## src/rtl/pkt_src_arbiter_if.sv

```systemverilog
// Multi-lane Avalon-ST bundle: LANES parallel packet streams sharing one set of wires.
// master drives the beat fields and samples ready; slave does the reverse.
interface pkt_src_arbiter_if #(
  parameter int LANES   = 1,
  parameter int DATA_W  = 64,
  parameter int EMPTY_W = 3
);
  logic [LANES-1:0]         valid;
  logic [LANES-1:0]         sop;
  logic [LANES-1:0]         eop;
  logic [LANES*DATA_W-1:0]  data;
  logic [LANES*EMPTY_W-1:0] empty;
  logic [LANES-1:0]         error;
  logic [LANES-1:0]         ready;

  modport master (
    output valid, sop, eop, data, empty, error,
    input  ready
  );

  modport slave (
    input  valid, sop, eop, data, empty, error,
    output ready
  );
endinterface

```

## src/rtl/pkt_src_arbiter.sv

```systemverilog
// Packet-level round-robin arbiter: holds a grant from SOP through EOP, zero-latency pass-through.
// Orphan beats (valid without SOP) are discarded while idle; non-granted sources stall in PKT.
module pkt_src_arbiter #(
  parameter int NUM_SRC = 4,
  parameter int DATA_W  = 64,
  parameter int EMPTY_W = 3,
  localparam int SRC_W  = $clog2(NUM_SRC)
) (
  input  logic              clk,
  input  logic              reset_n,
  input  logic              arb_enable,
  input  logic              stat_clr,
  pkt_src_arbiter_if.slave  i_src,
  pkt_src_arbiter_if.master o_pkt,
  output logic [SRC_W-1:0]  out_src,
  output logic              busy,
  output logic [31:0]       pkt_cnt,
  output logic [15:0]       drop_cnt,
  output logic              sop_err
);

  typedef enum logic {
    S_IDLE = 1'b0,
    S_PKT  = 1'b1
  } state_t;

  state_t             r_state;
  state_t             w_state_nxt;
  logic [SRC_W-1:0]   r_gnt;
  logic [SRC_W-1:0]   r_rr_ptr;
  logic               r_first;
  logic [31:0]        r_pkt_cnt;
  logic [15:0]        r_drop_cnt;
  logic               r_sop_err;

  logic [NUM_SRC-1:0] w_req;
  logic [NUM_SRC-1:0] w_orphan;
  logic [SRC_W-1:0]   w_pick;
  logic               w_pick_vld;
  logic [SRC_W-1:0]   w_idx;
  logic               w_grant;
  logic               w_acc;
  logic               w_drop_evt;

  logic [NUM_SRC-1:0] w_in_ready;
  logic               w_out_valid;
  logic               w_out_sop;
  logic               w_out_eop;
  logic [DATA_W-1:0]  w_out_data;
  logic [EMPTY_W-1:0] w_out_empty;
  logic               w_out_error;

  assign w_req    = i_src.valid & i_src.sop;
  assign w_orphan = i_src.valid & ~i_src.sop;

  // Cyclic search starting just after the last winner.
  always_comb begin
    w_pick     = '0;
    w_pick_vld = 1'b0;
    w_idx      = '0;
    for (int k = 1; k <= NUM_SRC; k++) begin
      w_idx = SRC_W'((int'(r_rr_ptr) + k) % NUM_SRC);
      if (!w_pick_vld && w_req[w_idx]) begin
        w_pick     = w_idx;
        w_pick_vld = 1'b1;
      end
    end
  end

  always_ff @(posedge clk) begin
    if (!reset_n) begin
      r_state <= S_IDLE;
    end else begin
      r_state <= w_state_nxt;
    end
  end

  always_comb begin
    w_state_nxt = r_state;
    w_in_ready  = '0;
    w_out_valid = 1'b0;
    w_out_sop   = 1'b0;
    w_out_eop   = 1'b0;
    w_out_data  = '0;
    w_out_empty = '0;
    w_out_error = 1'b0;
    w_grant     = 1'b0;
    w_acc       = 1'b0;
    w_drop_evt  = 1'b0;
    case (r_state)
      S_IDLE: begin
        w_in_ready = w_orphan;
        w_drop_evt = |w_orphan;
        if (arb_enable && w_pick_vld) begin
          w_grant     = 1'b1;
          w_state_nxt = S_PKT;
        end
      end
      S_PKT: begin
        w_out_valid       = i_src.valid[r_gnt];
        w_out_sop         = i_src.sop[r_gnt];
        w_out_eop         = i_src.eop[r_gnt];
        w_out_data        = i_src.data[int'(r_gnt)*DATA_W +: DATA_W];
        w_out_empty       = i_src.empty[int'(r_gnt)*EMPTY_W +: EMPTY_W];
        w_out_error       = i_src.error[r_gnt];
        w_in_ready[r_gnt] = o_pkt.ready[0];
        w_acc             = w_out_valid & o_pkt.ready[0];
        if (w_acc && w_out_eop) begin
          w_state_nxt = S_IDLE;
        end
      end
      default: w_state_nxt = S_IDLE;
    endcase
    // Nothing is offered or consumed while reset is being sampled.
    if (!reset_n) begin
      w_in_ready  = '0;
      w_out_valid = 1'b0;
      w_grant     = 1'b0;
      w_acc       = 1'b0;
      w_drop_evt  = 1'b0;
      w_state_nxt = S_IDLE;
    end
  end

  always_ff @(posedge clk) begin
    if (!reset_n) begin
      r_gnt      <= '0;
      r_rr_ptr   <= SRC_W'(NUM_SRC - 1);
      r_first    <= 1'b0;
      r_pkt_cnt  <= '0;
      r_drop_cnt <= '0;
      r_sop_err  <= 1'b0;
    end else begin
      if (w_grant) begin
        r_gnt    <= w_pick;
        r_rr_ptr <= w_pick;
        r_first  <= 1'b1;
      end else if (w_acc) begin
        r_first  <= 1'b0;
      end

      if (stat_clr) begin
        r_pkt_cnt <= '0;
      end else if (w_acc && w_out_eop) begin
        r_pkt_cnt <= r_pkt_cnt + 32'd1;
      end

      if (stat_clr) begin
        r_drop_cnt <= '0;
      end else if (w_drop_evt && (r_drop_cnt != 16'hFFFF)) begin
        r_drop_cnt <= r_drop_cnt + 16'd1;
      end

      // A SOP on any beat after the first accepted one marks a framing error.
      if (stat_clr) begin
        r_sop_err <= 1'b0;
      end else if (w_acc && w_out_sop && !r_first) begin
        r_sop_err <= 1'b1;
      end
    end
  end

  assign i_src.ready = w_in_ready;
  assign o_pkt.valid = w_out_valid;
  assign o_pkt.sop   = w_out_sop;
  assign o_pkt.eop   = w_out_eop;
  assign o_pkt.data  = w_out_data;
  assign o_pkt.empty = w_out_empty;
  assign o_pkt.error = w_out_error;

  assign out_src  = r_gnt;
  assign busy     = (r_state == S_PKT);
  assign pkt_cnt  = r_pkt_cnt;
  assign drop_cnt = r_drop_cnt;
  assign sop_err  = r_sop_err;

endmodule

```

## src/flat_wrapper.sv

```systemverilog
// flat-port wrapper written by rule: the top's interface ports become plain ports
module pkt_src_arbiter_flat 
#(
  parameter int NUM_SRC = 4,
  parameter int DATA_W  = 64,
  parameter int EMPTY_W = 3,
  localparam int SRC_W  = $clog2(NUM_SRC)
)
  (clk, reset_n, arb_enable, stat_clr, out_src, busy, pkt_cnt, drop_cnt, sop_err, i_src_valid, i_src_sop, i_src_eop, i_src_data, i_src_empty, i_src_error, i_src_ready, o_pkt_valid, o_pkt_sop, o_pkt_eop, o_pkt_data, o_pkt_empty, o_pkt_error, o_pkt_ready);
  pkt_src_arbiter_if #(.LANES((4)), .DATA_W(DATA_W), .EMPTY_W(EMPTY_W)) i_src_i ();
  pkt_src_arbiter_if #(.LANES(1), .DATA_W(DATA_W), .EMPTY_W(EMPTY_W)) o_pkt_i ();
  input  logic clk;
  input  logic reset_n;
  input  logic arb_enable;
  input  logic stat_clr;
  output logic [SRC_W-1:0] out_src;
  output logic busy;
  output logic [31:0] pkt_cnt;
  output logic [15:0] drop_cnt;
  output logic sop_err;
  input wire logic [$bits(i_src_i.valid)-1:0] i_src_valid;
  input wire logic [$bits(i_src_i.sop)-1:0] i_src_sop;
  input wire logic [$bits(i_src_i.eop)-1:0] i_src_eop;
  input wire logic [$bits(i_src_i.data)-1:0] i_src_data;
  input wire logic [$bits(i_src_i.empty)-1:0] i_src_empty;
  input wire logic [$bits(i_src_i.error)-1:0] i_src_error;
  output wire logic [$bits(i_src_i.ready)-1:0] i_src_ready;
  output wire logic [$bits(o_pkt_i.valid)-1:0] o_pkt_valid;
  output wire logic [$bits(o_pkt_i.sop)-1:0] o_pkt_sop;
  output wire logic [$bits(o_pkt_i.eop)-1:0] o_pkt_eop;
  output wire logic [$bits(o_pkt_i.data)-1:0] o_pkt_data;
  output wire logic [$bits(o_pkt_i.empty)-1:0] o_pkt_empty;
  output wire logic [$bits(o_pkt_i.error)-1:0] o_pkt_error;
  input wire logic [$bits(o_pkt_i.ready)-1:0] o_pkt_ready;
  assign i_src_i.valid = i_src_valid;
  assign i_src_i.sop = i_src_sop;
  assign i_src_i.eop = i_src_eop;
  assign i_src_i.data = i_src_data;
  assign i_src_i.empty = i_src_empty;
  assign i_src_i.error = i_src_error;
  assign i_src_ready = i_src_i.ready;
  assign o_pkt_valid = o_pkt_i.valid;
  assign o_pkt_sop = o_pkt_i.sop;
  assign o_pkt_eop = o_pkt_i.eop;
  assign o_pkt_data = o_pkt_i.data;
  assign o_pkt_empty = o_pkt_i.empty;
  assign o_pkt_error = o_pkt_i.error;
  assign o_pkt_i.ready = o_pkt_ready;
  pkt_src_arbiter #(.NUM_SRC(NUM_SRC), .DATA_W(DATA_W), .EMPTY_W(EMPTY_W)) u_core (.clk(clk), .reset_n(reset_n), .arb_enable(arb_enable), .stat_clr(stat_clr), .i_src(i_src_i), .o_pkt(o_pkt_i), .out_src(out_src), .busy(busy), .pkt_cnt(pkt_cnt), .drop_cnt(drop_cnt), .sop_err(sop_err));
endmodule
```

## config.mk

```make
export PLATFORM = sky130hd
export DESIGN_NAME = pkt_src_arbiter_flat
export DESIGN_NICKNAME = d
export VERILOG_FILES = /design/src/rtl/pkt_src_arbiter_if.sv /design/src/rtl/pkt_src_arbiter.sv /design/src/flat_wrapper.sv
export SDC_FILE = /design/constraint.sdc
export NUM_CORES = 1
export LEC_CHECK = 0
export BUFFER_PORTS_ARGS = -buffer_cell sky130_fd_sc_hd__buf_2
export CORE_AREA = 4 4 161 163
export DETAILED_ROUTE_END_ITERATION = 8
export DIE_AREA = 0 0 165 167
export HOLD_SLACK_MARGIN = 0.02
export SLEW_MARGIN = 20
export SYNTH_ARGS = -nofsm -noshare
export SYNTH_HDL_FRONTEND = slang
export SYNTH_SLANG_ARGS = --single-unit
export TNS_END_PERCENT = 10
```

## constraint.sdc

```tcl
create_clock -name clk -period 3.2 [get_ports clk]
set_input_delay 0.32 -clock clk [delete_from_list [all_inputs] [get_ports clk]]
set_output_delay 0.32 -clock clk [all_outputs]
set_load 0.02 [all_outputs]
```

Yosys cells after proc, flatten, opt, wreduce, memory -nomap -nowiden
Cells that the tools add are included.
Widths: inputs -> output; s select.
Word-level totals
  register bits after elaboration: 55
  input bits: 289
  word-level logic and storage cells: 93
Operators by class
  add/sub/neg operators: 6
  $mul: 1
  order comparisons: 6
  equality and inequality tests: 1
  shifts and indexed selects: 2
  mux-type cells: 46
  bitwise operators: 7
  reduce and logical (&&, ||, !) cells: 17
Operator list (number)
  $shiftx 256x9->64: 1
  $mux 64: 1
  $add 32x1->32 const B: 1
  $shiftx 12x32->3: 1
  $mux 1: 28
  $add 16x1->16 const B: 1
  $bmux 1 s2: 8
  $ne 16x16->1 const B: 1
  $lt 2x3->1 const B: 5
  $and 4x4->4: 3
  $logic_and 1x1->1: 10
  $mux 2: 4
  $pmux 4 s2: 1
  $add 2x1->2 const B: 2
  $add 2x2->2 const B: 2
  $logic_not 1->1: 4
  $mul 2x2->4 const B: 1
  $mux 4: 1
  $not 4->4: 1
  $reduce_or 4->1: 1
  $mux 3: 1
  $demux 1 s2: 1
  $ge 2x1->1 const B: 1
  $not 1->1: 2
  4 further kinds: 4

Longest topological paths before layout
Gate-level depths: netlist of run 1.
  depth in word-level cells: 18
  depth in mapped cells: 6

Least setup slack after synthesis of run 1
No wires, ideal clock.
  path kind: register to output
  start: register u_core.r_gnt[1] (netlist: u_core.out_src[1])
  end: output port i_src_ready[2]
  arrival: 1819 ps
  slack: 1061 ps
  stages on the path, launching flop included: 5
  cell sequence: dfxtp_1 > buf_1 > clkbuf_1 > inv_1 > o32ai_1
Between the ends
  cells in the longest elaborated chain, start to end: 7
  elaborated cells on any way between the ends: 8
  those cells by class: order compare (2); mux (4); bitwise (1); reduce/logical (1)
Ends and longest elaborated chain
  start, declared: RTL line pkt_src_arbiter.sv:29  | logic [SRC_W-1:0] r_gnt;
  start signal, assigned: RTL line pkt_src_arbiter.sv:135  | r_gnt <= w_pick;
  $lt 2x3->1 (not written as such) or $ge 2x1->1 (tied branches): RTL line pkt_src_arbiter.sv:106  | w_in_ready[r_gnt] = o_pkt.ready[0];
  $logic_and 1x1->1 (not written as such): RTL line pkt_src_arbiter.sv:106
  $mux 1 (not written as such): RTL line pkt_src_arbiter.sv:106
  $demux 1 s2 *
  $and 4x4->4 (no source line) *
  $pmux 4 s2 *: RTL line pkt_src_arbiter.sv:90  | case (r_state)
  $mux 4 *: RTL line pkt_src_arbiter.sv:115  | if (!reset_n) begin
  end, declared: RTL line flat_wrapper.sv:27  | output wire logic [$bits(i_src_i.ready)-1:0] i_src_ready;
Mark *: on every way between the ends. The rest lies on a longest branch, timed or not.

Final worst setup path of run 1
  start: register u_core.r_gnt[0] (netlist: u_core.out_src[0])
  end: output port o_pkt_data[57]
Between the ends
  cells in the longest elaborated chain, start to end: 2
Ends and longest elaborated chain
  $shiftx 256x9->64: RTL line pkt_src_arbiter.sv:103  | w_out_data = i_src.data[int'(r_gnt)*DATA_W +: DATA_W];
  $mux 64: RTL line pkt_src_arbiter.sv:90
  end, declared: RTL line flat_wrapper.sv:31  | output wire logic [$bits(o_pkt_i.data)-1:0] o_pkt_data;
Every way passes these cells.

==> flow_summary.toml, run 1 <==
[synth]
synth.avg_cell_area_um2 = 9.78
yosysWarnings = 0
synth_commonest_cells = "73 x and2_1, 71 x mux4_2, 55 x dfxtp_1, 48 x nand2_1, 27 x nand2b_1"
ys_async_sr_fraction = 0
yosysUniqueCellTypes = 49
synth_area_leaders = "mux4_2 31%, dfxtp_1 21%, and2_1 8.9%"
synth_largest_area_cell = "mux4_2"
synthCells = 524
synth-edff-count = 0
yosysMostFrequentCell = "and2_1"
netlist.area_leader.share = 0.312
ys_seq_area_frac = 0.215
synth_flop_cell = "dfxtp_1"
synth_area_um2 = 5120
synth.net_count = 815
ys_ff_latch = 55

[pwr]
p_int_mw = 1.38
ir_worst_vdd_mv = 0.199
swShare = 0.361
power.density_nw_per_um2 = 282
p_clk_frac = 0.271
p_leak_nw = 3.33
switching_power_mw = 0.780
pwr-share-seq = 0.330
power_frac_comb = 0.399

[finish]
antenna_cells = 0
final_nets = 1202
register_area_um2 = 1110
nFillCells = 2608
area_growth_pct = 49.7
drive_above_1_share = 0.559
multi_input_area_um2 = 3830

[detailed_routing]
wire_per_inst_um = 25.2
routed-via-count = 6238
drtIter0Drc = 370
drcViolationCount = 0
first_pass_iters = 5
via_per_inst = 5.05
drt_wl_total_um = 31100
antenna_left = 0

[global_route]
grt_pass1_vias = 6113
grt-ovfl-total = 0
grt_max_degree = 65
grtUsageTotal = 0.214
antenna_found_initial = 2
grt_pass1_wl_um = 42700

[timing]
clock_skew_ns = 0.0140
max_freq_ghz = 0.353
fin_tns_setup_ns = 0
rsz0062_at_grt = "false"
setup_viol = 0
min_period_ns = 2.83
worst_pin_slew_ns = 0.749
final_max_slew_viol_count = 0
hold_violations = 0
timing.slew.headroom = 0.496
setup_ws_ns = 0.368
period_share = 0.885

[clock_tree]
numCtsBuffers = 5
clk_latency_ns = 0.31
htree_levels = 2
post_cts_buffers = 0
clkSlewWorstSetupHoldPaths_ns = 0.07
root_buffer = "clkbuf_16"
cts_resized = 0
cts_tree = "done"
clk_path_buf_depth = 2
hold_buffers = 0
cts_num_sinks = 55

[floorplan]
die-height_um = 167
initial_core_util = 0.211
dieWidth_um = 165
ios = 416
core_um2 = 24300
row_count = 57
die_area_um2 = 27600

[run]
maxCapViolCount = 0

[placed_design]
io_buffers = 415
gp_congestion = 1.05
dp_slack_ns = 0.700
hpwl_um = 26700

[worst_setup_path]
cp-start-kind = "flip-flop"
worstSetupPathType = "reg -> out"
cp_max_fo = 52
critPathSlowestCell = "dfxtp_4"
critPathArrivalTime_ns = 2.51
worstPathCellList = "buf_12 > mux4_2 > and2_1 > buf_2"
slowest_delay_ns = 0.64
cp-end-kind = "output port"
cp.required_ns = 2.88

[min_path]
min_path_type = "in -> reg"

[run_status]
status = "complete, no violations"
-- cells in the final DEF (no fill, tap or decap), types with 13 or more instances in the layout --
cell type / synthesis / final
mux2i_1: 22 / 22
nand2b_1: 27 / 27
or4_1: 13 / 13
buf_2: 13 / 415
mux4_2: 71 / 71
nand2_1: 48 / 48
nor4_1: 20 / 20
a21oi_1: 21 / 21
o31ai_1: 13 / 13
nand3_1: 17 / 17
and2_1: 73 / 73
dfxtp_1: 55 / 52
nand4_1: 14 / 14
-- final cells by class --
| class | count | area share |
|---|---|---|
| Multi-Input combinational cell | 420 | 0.499 |
| Timing Repair Buffer | 421 | 0.280 |
| Sequential cell | 55 | 0.145 |
| Tap cell | 324 | 0.0528 |
| Clock buffer | 5 | 0.0163 |
| Inverter | 8 | 0.00391 |
| Clock inverter | 3 | 0.00359 |
-- flip-flops by register name, indices dropped and copies added, names as in the netlist --
register         cells
u_core.out_src       2
u_core.r_first       1
u_core.drop_cnt     16
u_core.pkt_cnt      32
u_core.sop_err       1
u_core.r_rr_ptr      2
u_core.busy          1
-- kinds of logic (layout without fill, tap and decap cells) --
kind of cell	count (synthesis)	after routing	share of synthesized area
compound gates	78	78	0.103
xor+xnor	2	2	0.00342
fa+ha+maj	2	2	0.00488
buf+inv	49	437	0.0398
flops	55	55	0.215
mux	93	93	0.355
simple gates	245	245	0.280
-- routing by layer --
| metal | track usage | vias to the layer above | part of all wire |
|---|---|---|---|
| met5 | 0 | - | 0.00039 |
| met4 | 0.0318 | 2 | 0.013 |
| met3 | 0.135 | 22 | 0.17 |
| met2 | 0.300 | 336 | 0.40 |
| met1 | 0.285 | 3052 | 0.42 |
| li1 | - | 2826 | - |
-- power groups by stage --
stage	Clock [mW]	Sequential (mW)	Combinational, mW
2_1_floorplan	0	0.719	0.437
3_3_place_gp	0	0.729	0.858
3_5_place_dp	0	0.729	0.856
4_1_cts	0.605	0.713	0.863
5_1_grt	0.629	0.716	0.925
6_report	0.585	0.713	0.863
-- path summary, 6_finish.rpt --
kind	from	end	slack, ns	depth (start not counted)
hold / removal	reset_n	u_core.out_src[0]	0.39	3
hold reg to reg	u_core.pkt_cnt[31]	u_core.pkt_cnt[31]	0.47	2
setup reg to reg	u_core.out_src[0]	u_core.pkt_cnt[7]	0.81	4
setup / recovery	u_core.out_src[0]	o_pkt_data[57]	0.37	4
-- through the flow --
step	hold WS, ns	instance area [um^2]	utilization	instances	total power, mW
final	0.395	7670	0.315	1236	2.16
after global routing	0.424	7670	0.315	1236	2.27
after CTS	0.392	7670	0.315	1236	2.18
after detailed placement	0.452	7520	0.309	1228	1.59
after global placement	0.449	7520	0.309	1228	1.59
after floorplan	0.462	5120	-	524	1.16
-- critical path, delay by kind of cell, from the launching register on --
| kind | cells | cell delay (ns) |
|---|---|---|
| buf+inv | 2 | 0.57 |
| flops | 1 | 0.64 |
| mux | 1 | 0.64 |
| simple gates | 1 | 0.25 |
Power figures use the tool's default switching activity.
==> run 2: changes to the inputs <==
CORE_AREA = 2 2 164 166   (was 4 4 161 163)
DIE_AREA = 0 0 166 168   (was 0 0 165 167)
==> run 2 against run 1 <==
Net effect:
- sequential power about the same
- clock skew decreased by 0.0077 ns
- wire length decreased by 7.5%
- power increased by 0.90%
- critical endpoint is now o_pkt_data[23]
- cell count increased by 1.8%
- sequential cell count unchanged
- worst setup slack improved by 0.13 ns
- register-to-register slack improved by 0.04 ns
- non-clock buffer count increased by 1
- via count decreased by 0.87%
- critical path depth unchanged
- largest power group unchanged
- global-route usage decreased by 1.5 points
==> flow_summary.toml, run 2 (synthesis results as in run 1) <==
[floorplan]
row_count = 60
die_area_um2 = 27900
core_um2 = 26400
die-height_um = 168
initial_core_util = 0.194
ios = 416
dieWidth_um = 166

[pwr]
switching_power_mw = 0.756
p_leak_nw = 3.34
p_clk_frac = 0.282
swShare = 0.347
power_frac_comb = 0.392
power.density_nw_per_um2 = 282
ir_worst_vdd_mv = 0.209
pwr-share-seq = 0.326
p_int_mw = 1.42

[finish]
drive_above_1_share = 0.560
final_common_cell = "buf_2"
mostFrequentLayoutCells = "415 x buf_2, 73 x and2_1, 71 x mux4_2"
largest_reg_flops = 32
final_nets = 1203
final_area_um2 = 7720
area_growth_pct = 50.7

[clock_tree]
clkSlewWorstSetupHoldPaths_ns = 0.08
root_buffer = "clkbuf_16"
cts_tree = "done"
post_cts_buffers = 0
htree_levels = 2
hold_buffers = 0
numCtsBuffers = 5
cts_resized = 0
clk_path_buf_depth = 2
cts_num_sinks = 55
clk_latency_ns = 0.30

[timing]
max_freq_ghz = 0.371
setup_viol = 0
timing.slew.headroom = 0.500
fin_tns_setup_ns = 0
final_max_slew_viol_count = 0
rsz0062_at_grt = "false"
worst_pin_slew_ns = 0.743
hold_violations = 0
min_period_ns = 2.70
period_share = 0.843
clock_skew_ns = 0.00630

[worst_setup_path]
worstPathCellList = "buf_12 > mux4_2 > and2_1 > buf_2"
critPathCapture = "o_pkt_data[23]"
cp-startpoint = "u_core.out_src[0]"
cp-start-kind = "flip-flop"
slowest_delay_ns = 0.65
reg2reg_depth = 4
r2r_start = "u_core.out_src[0]"
cp-end-kind = "output port"
worstSetupPathType = "reg -> out"
critPathArrivalTime_ns = 2.38
r2r_end = "u_core.pkt_cnt[11]"
critPathSlowestCell = "dfxtp_4"
rrSetupSlack_ns = 0.85
cp.required_ns = 2.88
cp_max_fo = 49

[run]
maxCapViolCount = 0

[detailed_routing]
drcViolationCount = 0
via_per_inst = 4.92
drt_wl_total_um = 28800
first_pass_iters = 5
drtIter0Drc = 443
antenna_left = 0
wire_per_inst_um = 22.9
routed-via-count = 6184

[placed_design]
io_buffers = 415
gp_congestion = 0.951
placed_area_um2 = 7550
hpwl_um = 24500

[global_route]
antenna_found_initial = 5
grt_pass1_wl_um = 41200
grtUsageTotal = 0.200
grt-ovfl-total = 0
grt_pass1_vias = 6210
grt_max_degree = 74

[min_path]
min_path_type = "in -> reg"

[run_status]
status = "complete, no violations"
run 2: changes by cell type in the layout (fill, tap and decap cells not counted):
cell / delta
buf_4: +1
diode_2: +4
clkbuf_16: +1
inv_6: +1
inv_8: -1
clkinv_4: -1
run 2: how the worst min path moves through the flow:
stage / from / endpoint / slack, ns / depth (start not counted)
6_report: reset_n / u_core.out_src[0] / 0.40 / 3
2_1_floorplan: u_core.r_first / u_core.r_first / 0.46 / 1
4_1_cts: reset_n / u_core.out_src[0] / 0.39 / 3
5_1_grt: o_pkt_ready / u_core.busy / 0.42 / 3
3_5_place_dp: u_core.sop_err / u_core.sop_err / 0.45 / 1
3_3_place_gp: u_core.sop_err / u_core.sop_err / 0.45 / 1
run 2: worst max-delay path: cells and delay by family (launching register included):
| kind | cells | cell delay (ns) |
|---|---|---|
| and+or+nand+nor | 1 | 0.25 |
| muxes | 1 | 0.55 |
| DFF | 1 | 0.65 |
| buffers and inverters | 2 | 0.58 |
run 2: through the flow:
stage	worst slack, ns	total power, mW	cells	hold slack, ns	util
CTS	0.444	2.21	1254	0.394	0.293
detailed placement	0.792	1.58	1246	0.452	0.286
global route	0.344	2.30	1258	0.423	0.293
global placement	0.787	1.58	1246	0.449	0.286
finish	0.502	2.18	1258	0.403	0.293
floorplan	1.06	1.16	524	0.462	-
run 2: final cells by class:
type / count / area, um^2
multi-input combinational: 420 / 3830
sequential: 55 / 1110
inverter: 8 / 30.0
timing repair buffer: 422 / 2150
fill: 2825 / 18600
clock buffer: 6 / 150
antenna: 4 / 10.0
tap: 341 / 427
clock inverter: 2 / 16.3
run 2: layer usage:
metal  routed length [um]  part of all wire  track usage  vias to the layer above
met1                11000              0.38        0.233                     2956
met3                 5780              0.20        0.165                       30
met4                  552             0.019       0.0510                        0
met2                11500              0.40        0.278                      362
li1                     -                 -            -                     2836
met5                    0                 0            0                        -
run 2: power groups by stage:
stage               combinational, mW  sequential, mW  clock (mW)
global placement                0.851           0.728           0
CTS                             0.859           0.712       0.641
detailed placement              0.853           0.728           0
global route                    0.923           0.715       0.658
floorplan                       0.437           0.719           0
finish                          0.853           0.711       0.614
==> run 3: changes to the inputs <==
CORE_AREA = 2 2 160 162   (was 2 2 164 166)
DIE_AREA = 0 0 162 164   (was 0 0 166 168)
clock period = 2.6 ns   (was 3.2 ns; I/O delays follow)
==> run 3 against run 2 <==
Net effect:
- critical path depth increased by 1
- die area decreased by 4.7%
- sequential cell count unchanged
- first-iteration DRC count decreased by 9.7%
- largest power group unchanged
- cell count about the same
- via count increased by 0.92%
- clock-buffer cell count decreased by 1
==> flow_summary.toml, run 3 (synthesis results as in run 1) <==
[run_status]
status = "complete, no violations"

[timing]
clock_skew_ns = 0.00663
max_freq_ghz = 0.403
worst_pin_slew_ns = 0.574
period_share = 0.955
rsz0062_at_grt = "false"
final_max_slew_viol_count = 0
hold_violations = 0
setup_viol = 0
min_period_ns = 2.48
timing.slew.headroom = 0.616
hold-worst-slack_ns = 0.313
fin_tns_setup_ns = 0
setup_ws_ns = 0.116

[detailed_routing]
wirelength_met1_um = 12000
via_per_inst = 4.96
wire_per_inst_um = 23.9
wl_met3_um = 5590
met2_length_um = 12000
first_pass_iters = 5
top_layer = "met4"
drcViolationCount = 0
drtIter0Drc = 400
drt_wl_total_um = 30100
antenna_left = 0
routed-via-count = 6241

[clock_tree]
post_cts_buffers = 0
cts_tree = "done"
clk_latency_ns = 0.30
cts_resized = 0
htree_levels = 2
cts_num_sinks = 55
clk_path_buf_depth = 2
root_buffer = "clkbuf_16"
clkSlewWorstSetupHoldPaths_ns = 0.08
hold_buffers = 0
numCtsBuffers = 5

[floorplan]
ios = 416
dieWidth_um = 162
row_count = 58
core_um2 = 24800
initial_core_util = 0.206
die_area_um2 = 26600
die-height_um = 164

[finish]
final_common_cell = "buf_2"
nFillCells = 2704
drive_above_1_share = 0.566
final_nets = 1216
multi_input_area_um2 = 3830
mostFrequentLayoutCells = "415 x buf_2, 73 x and2_1, 71 x mux4_2"
area_growth_pct = 52.5
fin_util = 0.315
register_area_um2 = 1110
largest_reg_flops = 32

[global_route]
grt_pass1_wl_um = 42000
antenna_found_initial = 4
grt_pass1_vias = 6155
grt_max_degree = 58
grt-ovfl-total = 0
grtUsageTotal = 0.219

[worst_setup_path]
cp-start-kind = "flip-flop"
critPathArrivalTime_ns = 2.22
crit_top_cell = "buf_12"
cp.required_ns = 2.34
worstPathCellList = "buf_12 > buf_12 > mux4_2 > and2_1 > buf_2"
cp-startpoint = "u_core.out_src[0]"
crit_buf_inv = 3
cp_max_fo = 36
path_depth = 5
reg2reg_depth = 4
critPathCapture = "o_pkt_data[46]"
slowest_delay_ns = 0.51
path_delay_family = "buffers and inverters"
worstSetupPathType = "reg -> out"
cp-end-kind = "output port"
r2r_start = "u_core.pkt_cnt[3]"
r2r_end = "u_core.pkt_cnt[15]"
rrSetupSlack_ns = 0.49
critPathSlowestCell = "mux4_2"

[placed_design]
dp_slack_ns = 0.445
io_buffers = 415
gp_congestion = 1.00
hpwl_um = 25700

[pwr]
power.density_nw_per_um2 = 344
ir_worst_vdd_mv = 0.285
p_leak_nw = 3.40

[run]
maxCapViolCount = 0

[min_path]
min_path_type = "in -> reg"
==> run 3: changes by cell type in the layout (fill, tap and decap cells not counted) <==
| cell | previous run | this run |
|---|---|---|
| buf_4 | 5 | 16 |
| clkbuf_16 | 6 | 5 |
| buf_12 | 2 | 4 |
| diode_2 | 4 | 3 |
| inv_8 | 0 | 1 |
==> run 3: final cells by class <==
class	instances	share of cell area
inverters	8	0.00384
clock buffers	5	0.0160
diodes	3	0.000960
clock inverters	3	0.00352
multi-input cells	420	0.490
well taps	330	0.0528
repair buffers	435	0.291
flip-flops and latches	55	0.142
==> run 3: report_power, final <==
group          switching [mW]  internal (mW)
Sequential             0.0191          0.851
Combinational           0.594          0.503
Clock                   0.356          0.369
Total                   0.969           1.72
==> run 3: layer usage <==
metal  track usage  vias to the layer above
met5             0                        -
met3         0.163                       24
met4        0.0491                        0
met2         0.306                      357
met1         0.267                     2988
li1              -                     2872
==> run 3: worst min-delay path by stage <==
| stage | startpoint | end | depth (start not counted) |
|---|---|---|---|
| 3_3_place_gp | u_core.pkt_cnt[31] | u_core.pkt_cnt[31] | 2 |
| 3_5_place_dp | u_core.pkt_cnt[31] | u_core.pkt_cnt[31] | 2 |
| 6_report | reset_n | u_core.busy | 2 |
| 5_1_grt | reset_n | u_core.busy | 2 |
| 4_1_cts | reset_n | u_core.busy | 2 |
| 2_1_floorplan | u_core.r_first | u_core.r_first | 1 |
==> run 3: per-stage QoR <==
step	cell area, um^2	total power, mW	instances
global placement	7660	1.98	1248
CTS	7810	2.71	1256
floorplan	5120	1.42	524
finish	7820	2.69	1259
detailed placement	7660	1.97	1248
global route	7820	2.83	1259
